--- src/rtl/usart_pkg.sv ---
// Shared USART definitions: transmitter state encoding, parity modes and the
// data-width clamp used when a frame configuration is latched.
package usart_pkg;

    localparam int NBITS_W   = 5;
    localparam int NBITS_MIN = 5;

    localparam logic [1:0] PM_NONE = 2'b00;
    localparam logic [1:0] PM_EVEN = 2'b10;
    localparam logic [1:0] PM_ODD  = 2'b11;

    typedef enum logic [2:0] {
        TX_IDLE,
        TX_START,
        TX_DATA,
        TX_PARITY,
        TX_STOP_1,
        TX_STOP_2,
        TX_BREAK,
        TX_BRK_STOP
    } tx_state_e;

    function automatic logic [NBITS_W-1:0] clamp_nbits(input logic [NBITS_W-1:0] n,
                                                       input int unsigned max_bits);
        if (32'(n) < NBITS_MIN) begin
            return NBITS_W'(NBITS_MIN);
        end
        if (32'(n) > max_bits) begin
            return NBITS_W'(max_bits);
        end
        return n;
    endfunction

endpackage

--- src/rtl/usart_tx_engine_if.sv ---
// Register-file side of the USART transmitter: UDR write port, UCSR controls,
// baud enable and the status/serial outputs. slave = engine, master = driver.
interface usart_tx_engine_if #(
    parameter int DATA_MAX = 9,
    parameter int LVL_W    = 2
);
    logic                i_TXEN;
    logic                i_txclk;
    logic [4:0]          i_nbits;
    logic [1:0]          i_upm;
    logic                i_usbs;
    logic                i_brk;
    logic                i_wr_en;
    logic [DATA_MAX-1:0] i_wr_data;
    logic                o_txd;
    logic                o_udre;
    logic                o_txc;
    logic                o_busy;
    logic                o_ovr;
    logic [LVL_W-1:0]    o_level;

    modport slave (
        input  i_TXEN, i_txclk, i_nbits, i_upm, i_usbs, i_brk, i_wr_en, i_wr_data,
        output o_txd, o_udre, o_txc, o_busy, o_ovr, o_level
    );

    modport master (
        output i_TXEN, i_txclk, i_nbits, i_upm, i_usbs, i_brk, i_wr_en, i_wr_data,
        input  o_txd, o_udre, o_txc, o_busy, o_ovr, o_level
    );
endinterface

--- src/rtl/usart_tx_fifo.sv ---
// Transmit holding FIFO: synchronous write, show-ahead read, level counter.
// Caller never writes when full without a same-cycle pop, nor pops when empty.
module usart_tx_fifo #(
    parameter int DATA_MAX   = 9,
    parameter int FIFO_DEPTH = 2,
    parameter int LVL_W      = $clog2(FIFO_DEPTH + 1)
) (
    input  logic                i_fosk,
    input  logic                i_rst_n,
    input  logic                i_wr_en,
    input  logic [DATA_MAX-1:0] i_wr_data,
    input  logic                i_rd_en,
    output logic [DATA_MAX-1:0] o_rd_data,
    output logic                o_full,
    output logic                o_empty,
    output logic [LVL_W-1:0]    o_level
);
    localparam int PTR_W = (FIFO_DEPTH > 1) ? $clog2(FIFO_DEPTH) : 1;

    logic [DATA_MAX-1:0] mem_q [FIFO_DEPTH];
    logic [PTR_W-1:0]    wr_ptr_q, wr_ptr_d;
    logic [PTR_W-1:0]    rd_ptr_q, rd_ptr_d;
    logic [LVL_W-1:0]    level_q, level_d;

    function automatic logic [PTR_W-1:0] ptr_inc(input logic [PTR_W-1:0] p);
        return (p == PTR_W'(FIFO_DEPTH - 1)) ? '0 : p + 1'b1;
    endfunction

    always_comb begin
        wr_ptr_d = i_wr_en ? ptr_inc(wr_ptr_q) : wr_ptr_q;
        rd_ptr_d = i_rd_en ? ptr_inc(rd_ptr_q) : rd_ptr_q;
        level_d  = level_q;
        case ({i_wr_en, i_rd_en})
            2'b10:   level_d = level_q + 1'b1;
            2'b01:   level_d = level_q - 1'b1;
            default: level_d = level_q;
        endcase
    end

    always_ff @(posedge i_fosk or negedge i_rst_n) begin
        if (!i_rst_n) begin
            wr_ptr_q <= '0;
            rd_ptr_q <= '0;
            level_q  <= '0;
        end else begin
            wr_ptr_q <= wr_ptr_d;
            rd_ptr_q <= rd_ptr_d;
            level_q  <= level_d;
        end
    end

    // Storage needs no reset: the level counter alone decides what is valid.
    always_ff @(posedge i_fosk) begin
        if (i_wr_en) begin
            mem_q[wr_ptr_q] <= i_wr_data;
        end
    end

    assign o_rd_data = mem_q[rd_ptr_q];
    assign o_empty   = (level_q == '0);
    assign o_full    = (level_q == LVL_W'(FIFO_DEPTH));
    assign o_level   = level_q;

endmodule

--- src/rtl/usart_tx_engine.sv ---
// USART transmitter: FIFO-fed frame sequencer with parity and break; o_txd is
// registered one cycle after the selecting txclk. Full FIFO drops writes and pulses o_ovr.
module usart_tx_engine
    import usart_pkg::*;
#(
    parameter int DATA_MAX   = 9,
    parameter int FIFO_DEPTH = 2,
    parameter int LVL_W      = $clog2(FIFO_DEPTH + 1)
) (
    input  logic             i_fosk,
    input  logic             i_rst_n,
    usart_tx_engine_if.slave tx_if
);
    tx_state_e           state_q, state_d;
    logic [DATA_MAX-1:0] sr_q, sr_d;
    logic [NBITS_W-1:0]  cnt_q, cnt_d;
    logic [NBITS_W-1:0]  nbits_q, nbits_d;
    logic [1:0]          upm_q, upm_d;
    logic                usbs_q, usbs_d;
    logic                par_q, par_d;
    logic                txd_q, txd_d;
    logic                txc_q, txc_d;
    logic                busy_q, busy_d;
    logic                ovr_q, ovr_d;

    logic                fifo_wr_en;
    logic                fifo_rd_en;
    logic [DATA_MAX-1:0] fifo_rd_data;
    logic                fifo_full;
    logic                fifo_empty;
    logic [LVL_W-1:0]    fifo_level;

    logic                wr_attempt;
    logic                last_stop;
    logic                from_brk;
    logic                go_break;
    logic                load;

    usart_tx_fifo #(
        .DATA_MAX   (DATA_MAX),
        .FIFO_DEPTH (FIFO_DEPTH),
        .LVL_W      (LVL_W)
    ) u_fifo (
        .i_fosk    (i_fosk),
        .i_rst_n   (i_rst_n),
        .i_wr_en   (fifo_wr_en),
        .i_wr_data (tx_if.i_wr_data),
        .i_rd_en   (fifo_rd_en),
        .o_rd_data (fifo_rd_data),
        .o_full    (fifo_full),
        .o_empty   (fifo_empty),
        .o_level   (fifo_level)
    );

    always_comb begin
        state_d    = state_q;
        sr_d       = sr_q;
        cnt_d      = cnt_q;
        nbits_d    = nbits_q;
        upm_d      = upm_q;
        usbs_d     = usbs_q;
        par_d      = par_q;
        txd_d      = txd_q;
        txc_d      = 1'b0;
        last_stop  = 1'b0;
        from_brk   = 1'b0;
        go_break   = 1'b0;
        load       = 1'b0;
        fifo_rd_en = 1'b0;

        if (tx_if.i_txclk) begin
            case (state_q)
                TX_IDLE: begin
                    if (tx_if.i_brk && tx_if.i_TXEN) begin
                        go_break = 1'b1;
                    end else if (!fifo_empty && tx_if.i_TXEN && !tx_if.i_brk) begin
                        load = 1'b1;
                    end
                end
                TX_START: begin
                    state_d = TX_DATA;
                    txd_d   = sr_q[0];
                    sr_d    = sr_q >> 1;
                    par_d   = par_q ^ sr_q[0];
                    cnt_d   = '0;
                end
                TX_DATA: begin
                    if (cnt_q == nbits_q - 5'd1) begin
                        if (upm_q == PM_EVEN || upm_q == PM_ODD) begin
                            state_d = TX_PARITY;
                            txd_d   = par_q ^ (upm_q == PM_ODD);
                        end else begin
                            state_d = TX_STOP_1;
                            txd_d   = 1'b1;
                        end
                    end else begin
                        txd_d = sr_q[0];
                        sr_d  = sr_q >> 1;
                        par_d = par_q ^ sr_q[0];
                        cnt_d = cnt_q + 1'b1;
                    end
                end
                TX_PARITY: begin
                    state_d = TX_STOP_1;
                    txd_d   = 1'b1;
                end
                TX_STOP_1: begin
                    if (usbs_q) begin
                        state_d = TX_STOP_2;
                        txd_d   = 1'b1;
                    end else begin
                        last_stop = 1'b1;
                    end
                end
                TX_STOP_2: last_stop = 1'b1;
                TX_BREAK: begin
                    if (!tx_if.i_brk) begin
                        state_d = TX_BRK_STOP;
                        txd_d   = 1'b1;
                    end
                end
                TX_BRK_STOP: begin
                    last_stop = 1'b1;
                    from_brk  = 1'b1;
                end
                default: begin
                    state_d = TX_IDLE;
                    txd_d   = 1'b1;
                end
            endcase
        end

        // Data already queued drains even after TXEN drops; only IDLE needs TXEN.
        if (last_stop) begin
            if (tx_if.i_brk) begin
                go_break = 1'b1;
            end else if (!fifo_empty) begin
                load = 1'b1;
            end else begin
                state_d = TX_IDLE;
                txd_d   = 1'b1;
                txc_d   = !from_brk;
            end
        end

        if (go_break) begin
            state_d = TX_BREAK;
            txd_d   = 1'b0;
        end

        if (load) begin
            fifo_rd_en = 1'b1;
            sr_d       = fifo_rd_data;
            nbits_d    = clamp_nbits(tx_if.i_nbits, DATA_MAX);
            upm_d      = tx_if.i_upm;
            usbs_d     = tx_if.i_usbs;
            par_d      = 1'b0;
            state_d    = TX_START;
            txd_d      = 1'b0;
        end

        busy_d = (state_d != TX_IDLE);
    end

    // A pop in the same cycle frees the slot, so the write is kept in that case.
    assign wr_attempt = tx_if.i_wr_en && tx_if.i_TXEN;
    assign fifo_wr_en = wr_attempt && (!fifo_full || fifo_rd_en);
    assign ovr_d      = wr_attempt && fifo_full && !fifo_rd_en;

    always_ff @(posedge i_fosk or negedge i_rst_n) begin
        if (!i_rst_n) begin
            state_q <= TX_IDLE;
            sr_q    <= '0;
            cnt_q   <= '0;
            nbits_q <= NBITS_W'(NBITS_MIN);
            upm_q   <= PM_NONE;
            usbs_q  <= 1'b0;
            par_q   <= 1'b0;
            txd_q   <= 1'b1;
            txc_q   <= 1'b0;
            busy_q  <= 1'b0;
            ovr_q   <= 1'b0;
        end else begin
            state_q <= state_d;
            sr_q    <= sr_d;
            cnt_q   <= cnt_d;
            nbits_q <= nbits_d;
            upm_q   <= upm_d;
            usbs_q  <= usbs_d;
            par_q   <= par_d;
            txd_q   <= txd_d;
            txc_q   <= txc_d;
            busy_q  <= busy_d;
            ovr_q   <= ovr_d;
        end
    end

    assign tx_if.o_txd   = txd_q;
    assign tx_if.o_txc   = txc_q;
    assign tx_if.o_busy  = busy_q;
    assign tx_if.o_ovr   = ovr_q;
    assign tx_if.o_udre  = !fifo_full;
    assign tx_if.o_level = fifo_level;

endmodule
--- src/flat_wrapper.sv ---
// flat-port wrapper written by rule: the top's interface ports become plain ports
module usart_tx_engine_flat import usart_pkg::*;
#(
    parameter int DATA_MAX   = 9,
    parameter int FIFO_DEPTH = 2,
    parameter int LVL_W      = $clog2(FIFO_DEPTH + 1)
)
  (i_fosk, i_rst_n, tx_if_i_TXEN, tx_if_i_txclk, tx_if_i_nbits, tx_if_i_upm, tx_if_i_usbs, tx_if_i_brk, tx_if_i_wr_en, tx_if_i_wr_data, tx_if_o_txd, tx_if_o_udre, tx_if_o_txc, tx_if_o_busy, tx_if_o_ovr, tx_if_o_level);
  usart_tx_engine_if #(.DATA_MAX(DATA_MAX), .LVL_W(LVL_W)) tx_if_i ();
  input  logic i_fosk;
  input  logic i_rst_n;
  input wire logic [$bits(tx_if_i.i_TXEN)-1:0] tx_if_i_TXEN;
  input wire logic [$bits(tx_if_i.i_txclk)-1:0] tx_if_i_txclk;
  input wire logic [$bits(tx_if_i.i_nbits)-1:0] tx_if_i_nbits;
  input wire logic [$bits(tx_if_i.i_upm)-1:0] tx_if_i_upm;
  input wire logic [$bits(tx_if_i.i_usbs)-1:0] tx_if_i_usbs;
  input wire logic [$bits(tx_if_i.i_brk)-1:0] tx_if_i_brk;
  input wire logic [$bits(tx_if_i.i_wr_en)-1:0] tx_if_i_wr_en;
  input wire logic [$bits(tx_if_i.i_wr_data)-1:0] tx_if_i_wr_data;
  output wire logic [$bits(tx_if_i.o_txd)-1:0] tx_if_o_txd;
  output wire logic [$bits(tx_if_i.o_udre)-1:0] tx_if_o_udre;
  output wire logic [$bits(tx_if_i.o_txc)-1:0] tx_if_o_txc;
  output wire logic [$bits(tx_if_i.o_busy)-1:0] tx_if_o_busy;
  output wire logic [$bits(tx_if_i.o_ovr)-1:0] tx_if_o_ovr;
  output wire logic [$bits(tx_if_i.o_level)-1:0] tx_if_o_level;
  assign tx_if_i.i_TXEN = tx_if_i_TXEN;
  assign tx_if_i.i_txclk = tx_if_i_txclk;
  assign tx_if_i.i_nbits = tx_if_i_nbits;
  assign tx_if_i.i_upm = tx_if_i_upm;
  assign tx_if_i.i_usbs = tx_if_i_usbs;
  assign tx_if_i.i_brk = tx_if_i_brk;
  assign tx_if_i.i_wr_en = tx_if_i_wr_en;
  assign tx_if_i.i_wr_data = tx_if_i_wr_data;
  assign tx_if_o_txd = tx_if_i.o_txd;
  assign tx_if_o_udre = tx_if_i.o_udre;
  assign tx_if_o_txc = tx_if_i.o_txc;
  assign tx_if_o_busy = tx_if_i.o_busy;
  assign tx_if_o_ovr = tx_if_i.o_ovr;
  assign tx_if_o_level = tx_if_i.o_level;
  usart_tx_engine #(.DATA_MAX(DATA_MAX), .FIFO_DEPTH(FIFO_DEPTH), .LVL_W(LVL_W)) u_core (.i_fosk(i_fosk), .i_rst_n(i_rst_n), .tx_if(tx_if_i));
endmodule
--- config.mk ---
export PLATFORM = sky130hd
export DESIGN_NAME = usart_tx_engine_flat
export DESIGN_NICKNAME = d
export VERILOG_FILES = /design/src/rtl/usart_pkg.sv /design/src/rtl/usart_tx_engine_if.sv /design/src/rtl/usart_tx_fifo.sv /design/src/rtl/usart_tx_engine.sv /design/src/flat_wrapper.sv
export SDC_FILE = /design/constraint.sdc
export NUM_CORES = 1
export LEC_CHECK = 0
export ABC_AREA = 1
export BUFFER_PORTS_ARGS = -buffer_cell sky130_fd_sc_hd__buf_4
export CAP_MARGIN = 20
export CORE_AREA = 2 2 78 80
export DETAILED_ROUTE_END_ITERATION = 8
export DIE_AREA = 0 0 80 82
export PLACE_DENSITY = 0.69
export SLEW_MARGIN = 20
export SYNTH_ARGS = -nofsm -noshare
export SYNTH_HDL_FRONTEND = slang
export SYNTH_HIERARCHICAL = 1
export SYNTH_SLANG_ARGS = --single-unit
--- constraint.sdc ---
create_clock -name i_fosk -period 2.1 [get_ports i_fosk]
set_input_delay 0.21 -clock i_fosk [delete_from_list [all_inputs] [get_ports i_fosk]]
set_output_delay 0.21 -clock i_fosk [all_outputs]
set_load 0.01 [all_outputs]
==> results of run 1 <==
## synthesized netlist by cell type (all sizes together)
| master | count |
|---|---|
| o211ai | 1 |
| dfstp | 3 |
| a221oi | 1 |
| o21ai | 28 |
| buf | 6 |
| a21oi | 12 |
| nand2 | 125 |
| nor3 | 3 |
| clkbuf | 1 |
| nand3 | 17 |
| ha | 3 |
| a31oi | 2 |
| dfrtp | 31 |
| o21bai | 1 |
| xnor2 | 1 |
| nor2 | 24 |
| xor2 | 4 |
| nand2b | 1 |
| nand4 | 3 |
| nand3b | 3 |
| or2 | 3 |
| inv | 47 |
| edfxtp | 18 |
## cells by family after synthesis
kind of cell,Yosys count
DFF,52
and+or+nand+nor,179
xor gates and xnor gates,5
AOI/OAI and AO/OA,45
buffers and inverters,54
adders and majority gates,3
## placed cells by master (no fill, tap or decap), types with 7 or more instances in the layout
cell type,synthesis,layout
a21oi_1,11,9
buf_4,1,43
dfrtp_1,31,31
edfxtp_1,18,18
inv_1,42,39
nand2_1,124,119
nand3_1,17,15
nor2_1,23,20
o21ai_0,20,19
o21ai_1,6,7
## layer usage
| layer | GRT usage [%] | vias up |
|---|---|---|
| li1 | - | 1161 |
| met4 | 5.42 | 0 |
| met5 | 0 | - |
| met3 | 3.63 | 2 |
| met1 | 20.3 | 1019 |
| met2 | 29.9 | 33 |
## layout make-up
cell class | instances | area (um2)
fill | 557 | 2450
sequential | 52 | 1400
multi-input combinational | 233 | 1150
timing repair buffer | 46 | 355
inverter | 47 | 185
tap | 75 | 93.8
clock buffer | 6 | 82.6
clock inverter | 2 | 33.8
## timing repair
item | 4_1_cts | 5_1_grt
endpoints found under the hold margin | 31 | 0
resized for setup | 1 | 22
setup endpoints to repair | 10 | 22
hold buffers | 1 | 0
pin swaps | 0 | 12
buffers inserted | 0 | 1
cloned | 0 | 1
## stage by stage
stage / worst slack, ps / TNS, ps
6_report: 106 / 0
5_1_grt: -51.2 / -308
4_1_cts: 9.81 / 0
3_5_place_dp: -48.9 / -342
3_3_place_gp: -18.6 / -108
2_1_floorplan: 3.83 / 0
## worst reg2reg max path: cells and delay by family, from the launching register on
kind / cells / cell delay, ps
compound gates: 1 / 120
simple gates: 10 / 690
flops: 1 / 550
buf+inv: 4 / 340
fa+ha+maj: 1 / 260
## state kept, by name, indices dropped and copies added (netlist names), 2 cells and up
| register | flops |
|---|---|
| u_core/state_q | 3 |
| u_core/upm_q | 2 |
| u_core/u_fifo/mem_q | 18 |
| u_core/sr_q | 9 |
| u_core/cnt_q | 5 |
| u_core/u_fifo/o_level | 2 |
| u_core/nbits_q | 5 |
## worst min-delay path by stage
| stage | startpoint | end | cells past startpoint |
|---|---|---|---|
| final | tx_if_i_wr_data[1] | u_core/u_fifo/mem_q[0][1]$_DFFE_PP_ | 1 |
| after global routing | tx_if_i_wr_data[1] | u_core/u_fifo/mem_q[1][1]$_DFFE_PP_ | 1 |
| after CTS | tx_if_i_wr_data[1] | u_core/u_fifo/mem_q[0][1]$_DFFE_PP_ | 1 |
| after detailed placement | i_rst_n | u_core/cnt_q[3]$_DFFE_PN0P_ | 1 |
| after global placement | i_rst_n | u_core/cnt_q[3]$_DFFE_PN0P_ | 1 |
| after floorplan | i_rst_n | u_core/cnt_q[0]$_DFFE_PN0P_ | 0 |
## power by group
| part | switching, W | internal [W] | leakage, nW |
|---|---|---|---|
| clock | 0.000314 | 0.000384 | 0.0588 |
| sequential | 0.000215 | 0.00135 | 0.593 |
| combinational | 0.00120 | 0.000840 | 0.982 |
| total | 0.00173 | 0.00258 | 1.63 |
==> results.py, run 1 <==
metrics = {
    "floorplan": {
        "row_count": 28,
        "io_pins": 30,
        "die_h_um": 82,
        "coreArea_um2": 5750,
        "die_x_um": 80,
        "initial_core_util_pct": 46.8,
        "die-area_um2": 6560,
    },
    "detailed_routing": {
        "vias_per_cell": 4.80,
        "topRoutingLayerUsed": "met4",
        "wl_per_cell_um": 11.1,
        "antenna_left": 0,
        "drt_first_iter_violations": 135,
        "first_pass_iters": 4,
        "wl_met1_um": 2360,
        "wl_met3_um": 192,
        "vias": 2215,
        "drc": 0,
        "routed-wl-met2_um": 2560,
        "routed_wl_um": 5130,
    },
    "clock_tree": {
        "clock_latency_ps": 300,
        "cts_buffer_depth": 2,
        "clk_pin_slew_worst_paths_ps": 90,
        "cts_inserted_buffers": 5,
        "cts-root-buf": "clkbuf_8",
        "cts_sinks": 52,
        "htreeDepth": 2,
        "cts_tree": "yes",
    },
    "placement": {
        "dp.cells": 451,
        "io_buffer_count": 29,
        "place_congestion": 0.850,
        "place_hpwl_um": 3670,
        "dpl_cell_area_um2": 3070,
    },
    "sta": {
        "relSlewSlack_pct": 66.8,
        "period_share_pct": 95.0,
        "timing.hold.ws_ps": 90.3,
        "worst_pin_slew_ps": 498,
        "finalWorstPathRequiredPeriod_ps": 1990,
        "fmax_mhz": 501,
        "setup_viol": 0,
        "hold_viol_final": 0,
        "finClkSkew_ps": 7.94,
        "rsz0062_at_grt": "yes",
        "finalMaxSlewViolations": 0,
    },
    "job": {
        "drv_cap": 0,
    },
    "critical_path": {
        "r2r-end": "u_core/tx_if.o_txd$_DFF_PN1_",
        "ff2ff_path_depth": 16,
        "crit_path_start": "u_core/nbits_q[0]$_DFFE_PN1N_",
        "cp.arrival_ps": 2230,
        "worstReg2RegStart": "u_core/nbits_q[0]$_DFFE_PN1N_",
        "cp-start-kind": "flip-flop",
        "critPathRequiredTime_ps": 2340,
        "endpoint": "u_core/tx_if.o_txd$_DFF_PN1_",
        "cpPeakStageDelay_ps": 550,
        "path_delay_family": "simple AND/OR/NAND/NOR gates",
        "crit_type": "reg2reg",
        "path_common_cell": "nand2_1",
        "crit_slowest_cell": "dfstp_2",
        "worstPathCellList": "inv_2 -> ha_4 -> inv_2 -> nand2_1 -> nand2_1 -> nor2_1 -> nand2_1 -> nor2_2 -> nand2_1 -> buf_4 -> buf_4 -> nand2_1 -> nand3_1 -> nand2_1 -> nand2_1 -> a21oi_1",
        "path_depth": 16,
        "path_buf_inv": 4,
        "reg2reg_slack_ps": 110,
        "end_kind": "flip-flop",
        "cp_max_fo": 2,
    },
    "synth": {
        "synth_seq_cells": 52,
        "ys_warn_count": 6,
        "synth_nets": 364,
        "synth.avg_cell_area_um2": 7.95,
        "synthAdderAreaFrac_pct": 1.40,
        "synth_xor_area_share_pct": 1.63,
        "synth_seq_area_share_pct": 51.9,
        "synth-simple-area-share_pct": 27.2,
        "synth_top_area_share_pct": 28.9,
        "syn_area_um2": 2690,
        "post_synth_num_cell_types": 31,
        "synth-compound-area-share_pct": 9.22,
        "synthCells": 338,
        "synth_top_area_cell": "dfrtp_1",
        "muxShareOfSynthArea_pct": 0,
        "synth_top_family_by_area": "simple AND/OR/NAND/NOR gates",
        "synthTopCellsByArea": "dfrtp_1, edfxtp_1, nand2_1, inv_1, o21ai_0",
    },
    "final_layout": {
        "diodes": 0,
        "layout-drive-gt1-share_pct": 22.3,
        "final_nets": 411,
        "fin_cells": 461,
        "fin_util_pct": 57.3,
        "syn2layout_area_growth_pct": 22.6,
        "final_area_um2": 3290,
    },
    "global_routing": {
        "antenna_found_initial": 0,
        "grt_max_degree": 35,
        "grtUsageTotal_pct": 16.8,
        "grt_pass1_wl_um": 8620,
        "grt_pass1_vias": 2071,
        "grt_overflow": 0,
    },
    "pwr": {
        "peakVddDrop_mv": 0.486,
        "p_per_area_nw_per_um2": 1310,
        "p_leak_nw": 1.63,
        "power_w": 0.00431,
    },
    "worst_hold_path": {
        "hold_path_class": "in2reg",
    },
    "outcome": {
        "outcome": "complete, no violations",
    },
}
No activity file was read; power rests on OpenSTA's default activity.
==> run 2: changes to the inputs <==
Settings changed: CELL_PAD_IN_SITES_DETAIL_PLACEMENT set to 1, CELL_PAD_IN_SITES_GLOBAL_PLACEMENT set to 1, CORE_AREA 2 2 78 80 to 2 2 86 88, DIE_AREA 0 0 80 82 to 0 0 88 90, PLACE_DENSITY 0.69 to not set, PLACE_DENSITY_LB_ADDON set to 0.1.
==> run 2 against run 1 <==
Sequential share of layout area is 1.9 points lower. Combinational power rose by 15%. Sequential power about the same. Core utilization decreased by 8.2 points. Register-to-register slack lost 50 ps. Clock skew up 0.55 ps. Non-clock buffer count increased by 9. Critical path type unchanged. Critical endpoint is now u_core/u_fifo/mem_q[1][3]$_DFFE_PP_. Highest routed layer unchanged.
==> results.py, run 2 (synthesis gave the netlist of run 1 again) <==
metrics = {
    "floorplan": {
        "die_x_um": 88,
        "coreArea_um2": 7020,
        "initial_core_util_pct": 38.3,
        "die_h_um": 90,
        "die-area_um2": 7920,
        "row_count": 31,
        "io_pins": 30,
    },
    "detailed_routing": {
        "vias_per_cell": 4.65,
        "antenna_left": 0,
        "wl_per_cell_um": 12.4,
        "vias": 2290,
        "routed_wl_um": 6090,
        "drt_first_iter_violations": 103,
        "drc": 0,
        "first_pass_iters": 4,
    },
    "final_layout": {
        "layout-drive-gt1-share_pct": 26.2,
        "top_register": "u_core/u_fifo/mem_q",
        "regArea_um2": 1400,
        "final_nets": 419,
        "most-common-layout-cells": "nand2_1, buf_4, inv_1, dfrtp_1, o21ai_0",
        "reg_top3": "u_core/u_fifo/mem_q (18), u_core/sr_q (9)",
        "final_common_cell": "nand2_1",
        "multiInputGateArea_um2": 1170,
        "fin_util_pct": 49.1,
        "fill_cells": 860,
        "largest_register_ffs": 18,
        "diodes": 0,
        "syn2layout_area_growth_pct": 28.4,
    },
    "placement": {
        "place_hpwl_um": 4590,
        "io_buffer_count": 29,
        "place_congestion": 0.807,
    },
    "job": {
        "drv_cap": 0,
    },
    "sta": {
        "finalWorstPathRequiredPeriod_ps": 2040,
        "setup_viol": 0,
        "finalMaxSlewViolations": 0,
        "worst_pin_slew_ps": 496,
        "fmax_mhz": 490,
        "rsz0062_at_grt": "yes",
        "period_share_pct": 97.3,
        "finClkSkew_ps": 8.50,
        "setup_tns_ps": 0,
        "hold_viol_final": 0,
        "relSlewSlack_pct": 66.9,
    },
    "clock_tree": {
        "cts_sinks": 52,
        "clk_pin_slew_worst_paths_ps": 90,
        "cts_inserted_buffers": 5,
        "cts_buffer_depth": 2,
        "htreeDepth": 2,
        "cts-root-buf": "clkbuf_8",
        "clock_latency_ps": 300,
        "cts_tree": "yes",
    },
    "critical_path": {
        "cp-start-kind": "flip-flop",
        "critPathRequiredTime_ps": 2120,
        "crit_type": "reg2reg",
        "end_kind": "flip-flop",
        "r2r-end": "u_core/u_fifo/mem_q[1][3]$_DFFE_PP_",
        "cp.arrival_ps": 2060,
        "reg2reg_slack_ps": 60,
        "worstReg2RegStart": "u_core/state_q[2]$_DFF_PN0_",
        "ff2ff_path_depth": 11,
        "cp_max_fo": 9,
    },
    "global_routing": {
        "grt_pass1_vias": 2291,
        "antenna_found_initial": 0,
        "grt_pass1_wl_um": 10300,
        "grt_max_degree": 35,
        "grtUsageTotal_pct": 16.4,
        "grt_overflow": 0,
    },
    "worst_hold_path": {
        "min_delay_path_depth": 1,
        "hp-start": "tx_if_i_wr_data[5]",
        "hold_path_class": "in2reg",
        "hold_end": "u_core/u_fifo/mem_q[0][5]$_DFFE_PP_",
    },
    "pwr": {
        "p_leak_nw": 1.70,
        "peakVddDrop_mv": 0.443,
        "p_per_area_nw_per_um2": 1360,
    },
    "outcome": {
        "outcome": "complete, no violations",
    },
}
-- run 2: cell count changes in the layout (fill, tap and decap cells not counted), sizes merged --
cell	previous run	this run
buf	45	54
bufinv	1	2
clkbuf	6	5
clkinv	1	0
clkinvlp	1	0
inv	46	47
nand2	126	125
-- run 2: layout make-up --
cell class | instances | area share (%)
sequential | 52 | 40.5
inverter | 47 | 5.19
tap | 99 | 3.59
clock buffer | 5 | 2.00
timing repair buffer | 55 | 13.2
clock inverter | 2 | 1.74
multi-input combinational | 232 | 33.8
-- run 2: power breakdown --
part	internal (W)	total, W	switching [W]
sequential	0.00135	0.00157	0.000218
clock	0.000469	0.000791	0.000322
combinational	0.000999	0.00234	0.00134
total	0.00282	0.00470	0.00188
-- run 2: worst max-delay path by stage --
stage | start | end | slack (ps) | cells past startpoint
final | u_core/state_q[2]$_DFF_PN0_ | u_core/u_fifo/mem_q[1][3]$_DFFE_PP_ | 60 | 11
after global routing | u_core/nbits_q[0]$_DFFE_PN1N_ | u_core/tx_if.o_busy$_DFF_PN0_ | -70 | 16
after CTS | u_core/nbits_q[0]$_DFFE_PN1N_ | u_core/sr_q[3]$_DFFE_PN0P_ | 5 | 16
after detailed placement | u_core/nbits_q[0]$_DFFE_PN1N_ | u_core/sr_q[3]$_DFFE_PN0P_ | 30 | 16
after global placement | u_core/nbits_q[0]$_DFFE_PN1N_ | u_core/sr_q[0]$_DFFE_PN0P_ | 90 | 16
after floorplan | u_core/state_q[1]$_DFF_PN0_ | u_core/u_fifo/o_level[1]$_DFFE_PN0P_ | 4 | 14
-- run 2: routing by layer --
layer | GRT usage, % | share of wire (%) | wire (um)
met1 | 21.0 | 45 | 2770
met2 | 28.3 | 52 | 3140
met3 | 3.03 | 2.3 | 142
met4 | 3.85 | 0.57 | 35
met5 | 0 | 0 | 0
-- run 2: repair_timing --
action | 4_1_cts | 5_1_grt
endpoints found under the hold margin | 31 | 0
buffers inserted | 0 | 3
pin swaps | 0 | 7
resized for setup | 1 | 31
endpoints found under the setup margin | 4 | 20
hold buffers | 1 | 0
-- run 2: stage by stage --
stage	std cells	power [W]	hold slack, ps	instance area [um2]	worst slack, ps
after floorplan	338	0.00289	-85.6	2690	3.83
after global placement	482	0.00358	200	3180	88.8
after detailed placement	482	0.00365	201	3180	29.9
after CTS	490	0.00446	80.1	3320	5.13
after global routing	492	0.00514	77.1	3450	-68.0
final	492	0.00470	91.9	3450	57.6
-- run 2: worst max-delay path, cell delays in order, from the launching register on --
cell	delay (ps)
dfrtp_1	450
nand3_1	150
o21ai_2	230
nand2_2	80
nand2_1	90
nand2_2	80
a21oi_2	180
buf_4	130
buf_4	100
nand2_1	50
inv_1	90
buf_12	130
==> run 3: changes to the inputs <==
==> constraint.sdc (replaced) <==
create_clock -name i_fosk -period 2.1 [get_ports i_fosk]
set_input_delay 0.105 -clock i_fosk [delete_from_list [all_inputs] [get_ports i_fosk]]
set_output_delay 0.105 -clock i_fosk [all_outputs]
set_load 0.01 [all_outputs]
==> run 3 against run 2 <==
Clock skew about the same. Global-route usage grew 0.38 points. Fmax fell by 0.22%. Register-to-register slack barely moved. Sequential power hardly changed. Setup slack got worse by 4.5 ps. Sequential cell count unchanged. Sequential share of layout area down 1.1 points. Cell count increased by 2.0%. Wire length increased by 1.6%. Critical path type unchanged.
==> results.py, run 3 (synthesis gave the netlist of run 1 again) <==
metrics = {
    "final_layout": {
        "layout-drive-gt1-share_pct": 25.6,
        "final_nets": 429,
        "most-common-layout-cells": "nand2_1, buf_4, inv_1, dfrtp_1, o21ai_0",
        "largest_register_ffs": 18,
        "fill_cells": 852,
        "diodes": 0,
        "syn2layout_area_growth_pct": 32.1,
        "final_common_cell": "nand2_1",
        "top_register": "u_core/u_fifo/mem_q",
        "final_area_um2": 3550,
        "fin_cells": 502,
        "reg_top3": "u_core/u_fifo/mem_q (18), u_core/sr_q (9)",
    },
    "detailed_routing": {
        "antenna_left": 0,
        "wl_per_cell_um": 12.3,
        "vias_per_cell": 4.61,
        "drt_first_iter_violations": 108,
        "vias": 2315,
        "first_pass_iters": 4,
        "routed_wl_um": 6190,
        "drc": 0,
    },
    "sta": {
        "relSlewSlack_pct": 67.1,
        "setup_tns_ps": 0,
        "timing.hold.ws_ps": 14.5,
        "hold_viol_final": 0,
        "period_share_pct": 97.5,
        "worst_pin_slew_ps": 494,
        "finalMaxSlewViolations": 0,
        "finClkSkew_ps": 8.48,
        "rsz0062_at_grt": "yes",
        "finalWorstPathRequiredPeriod_ps": 2050,
        "setup_viol": 0,
        "fmax_mhz": 489,
    },
    "critical_path": {
        "cp.arrival_ps": 2070,
        "crit_path_start": "u_core/state_q[2]$_DFF_PN0_",
        "cp-start-kind": "flip-flop",
        "crit_type": "reg2reg",
        "critPathRequiredTime_ps": 2120,
        "reg2reg_slack_ps": 50,
        "cp_max_fo": 9,
        "r2r-end": "u_core/u_fifo/mem_q[1][3]$_DFFE_PP_",
        "worstReg2RegStart": "u_core/state_q[2]$_DFF_PN0_",
        "ff2ff_path_depth": 11,
        "end_kind": "flip-flop",
        "endpoint": "u_core/u_fifo/mem_q[1][3]$_DFFE_PP_",
    },
    "clock_tree": {
        "cts_sinks": 52,
        "cts_inserted_buffers": 5,
        "htreeDepth": 2,
        "clk_pin_slew_worst_paths_ps": 90,
        "cts-root-buf": "clkbuf_8",
        "cts_tree": "yes",
        "cts_buffer_depth": 2,
        "clock_latency_ps": 300,
    },
    "pwr": {
        "p_leak_nw": 1.74,
        "power_w": 0.00472,
        "peakVddDrop_mv": 0.428,
        "p_per_area_nw_per_um2": 1330,
    },
    "placement": {
        "dpl_cell_area_um2": 3180,
        "place_congestion": 0.807,
        "io_buffer_count": 29,
        "dp.cells": 482,
        "place_hpwl_um": 4590,
    },
    "outcome": {
        "outcome": "complete, no violations",
    },
    "floorplan": {
        "die_x_um": 88,
        "die_h_um": 90,
        "io_pins": 30,
        "coreArea_um2": 7020,
        "initial_core_util_pct": 38.3,
        "die-area_um2": 7920,
        "row_count": 31,
    },
    "global_routing": {
        "grt_max_degree": 35,
        "grt_overflow": 0,
        "grt_pass1_wl_um": 10600,
        "grt_pass1_vias": 2347,
        "grtUsageTotal_pct": 16.8,
        "antenna_found_initial": 0,
    },
    "worst_hold_path": {
        "hold_path_class": "in2reg",
    },
    "job": {
        "drv_cap": 0,
    },
}
-- run 3: worst min-delay path by stage --
stage,end,start,cells after the start,slack [ps]
2_1_floorplan,u_core/cnt_q[0]$_DFFE_PN0P_,i_rst_n,0,-190
3_3_place_gp,u_core/cnt_q[3]$_DFFE_PN0P_,i_rst_n,1,100
3_5_place_dp,u_core/nbits_q[3]$_DFFE_PN0N_,i_rst_n,1,100
4_1_cts,u_core/upm_q[1]$_DFFE_PN0N_,tx_if_i_upm[1],3,8
5_1_grt,u_core/upm_q[1]$_DFFE_PN0N_,tx_if_i_upm[1],3,20
6_report,u_core/upm_q[1]$_DFFE_PN0N_,tx_if_i_upm[1],3,10
-- run 3: worst max-delay path: stages (launching register included) --
cell	delay (ps)
dfrtp_1	450
nand3_1	150
o21ai_2	230
nand2_2	80
nand2_1	90
nand2_2	80
a21oi_2	180
buf_4	130
buf_4	100
nand2_1	50
inv_1	90
buf_12	130
-- run 3: area by class of cell --
cell class / count / area [um2] / share of cell area, %
clock buffers: 5 / 68.8 / 1.94
clock inverters: 2 / 60.1 / 1.69
inverters: 47 / 179 / 5.04
multi-input cells: 232 / 1170 / 32.9
flip-flops and latches: 52 / 1400 / 39.3
well taps: 99 / 124 / 3.49
repair buffers: 65 / 556 / 15.7
-- run 3: routing by layer --
| layer | GRT usage [%] | vias to the layer above | wire length (um) |
|---|---|---|---|
| met5 | 0 | - | 0 |
| met4 | 3.85 | 0 | 35 |
| met3 | 3.21 | 2 | 136 |
| met2 | 29.1 | 22 | 3200 |
| met1 | 21.3 | 1089 | 2820 |
| li1 | - | 1202 | - |
-- run 3: report_power, final --
part	total, W	internal [W]	switching (W)
logic	0.00236	0.00101	0.00135
registers	0.00157	0.00135	0.000218
clock network	0.000792	0.000469	0.000323
-- run 3: per-stage QoR --
stage	worst slack (ps)	util, %
finish	53.1	50.5
CTS	5.13	48.7
floorplan	3.83	-
global route	-68.0	50.5
detailed placement	29.9	45.3
global placement	88.8	45.3
-- run 3: repair_timing --
| item | 4_1_cts | 5_1_grt |
|---|---|---|
| endpoints found under the setup margin | 4 | 20 |
| pin swaps | 0 | 6 |
| buffers inserted | 0 | 3 |
| hold endpoints to repair | 50 | 0 |
| resized for setup | 1 | 31 |
| hold buffers | 11 | 0 |
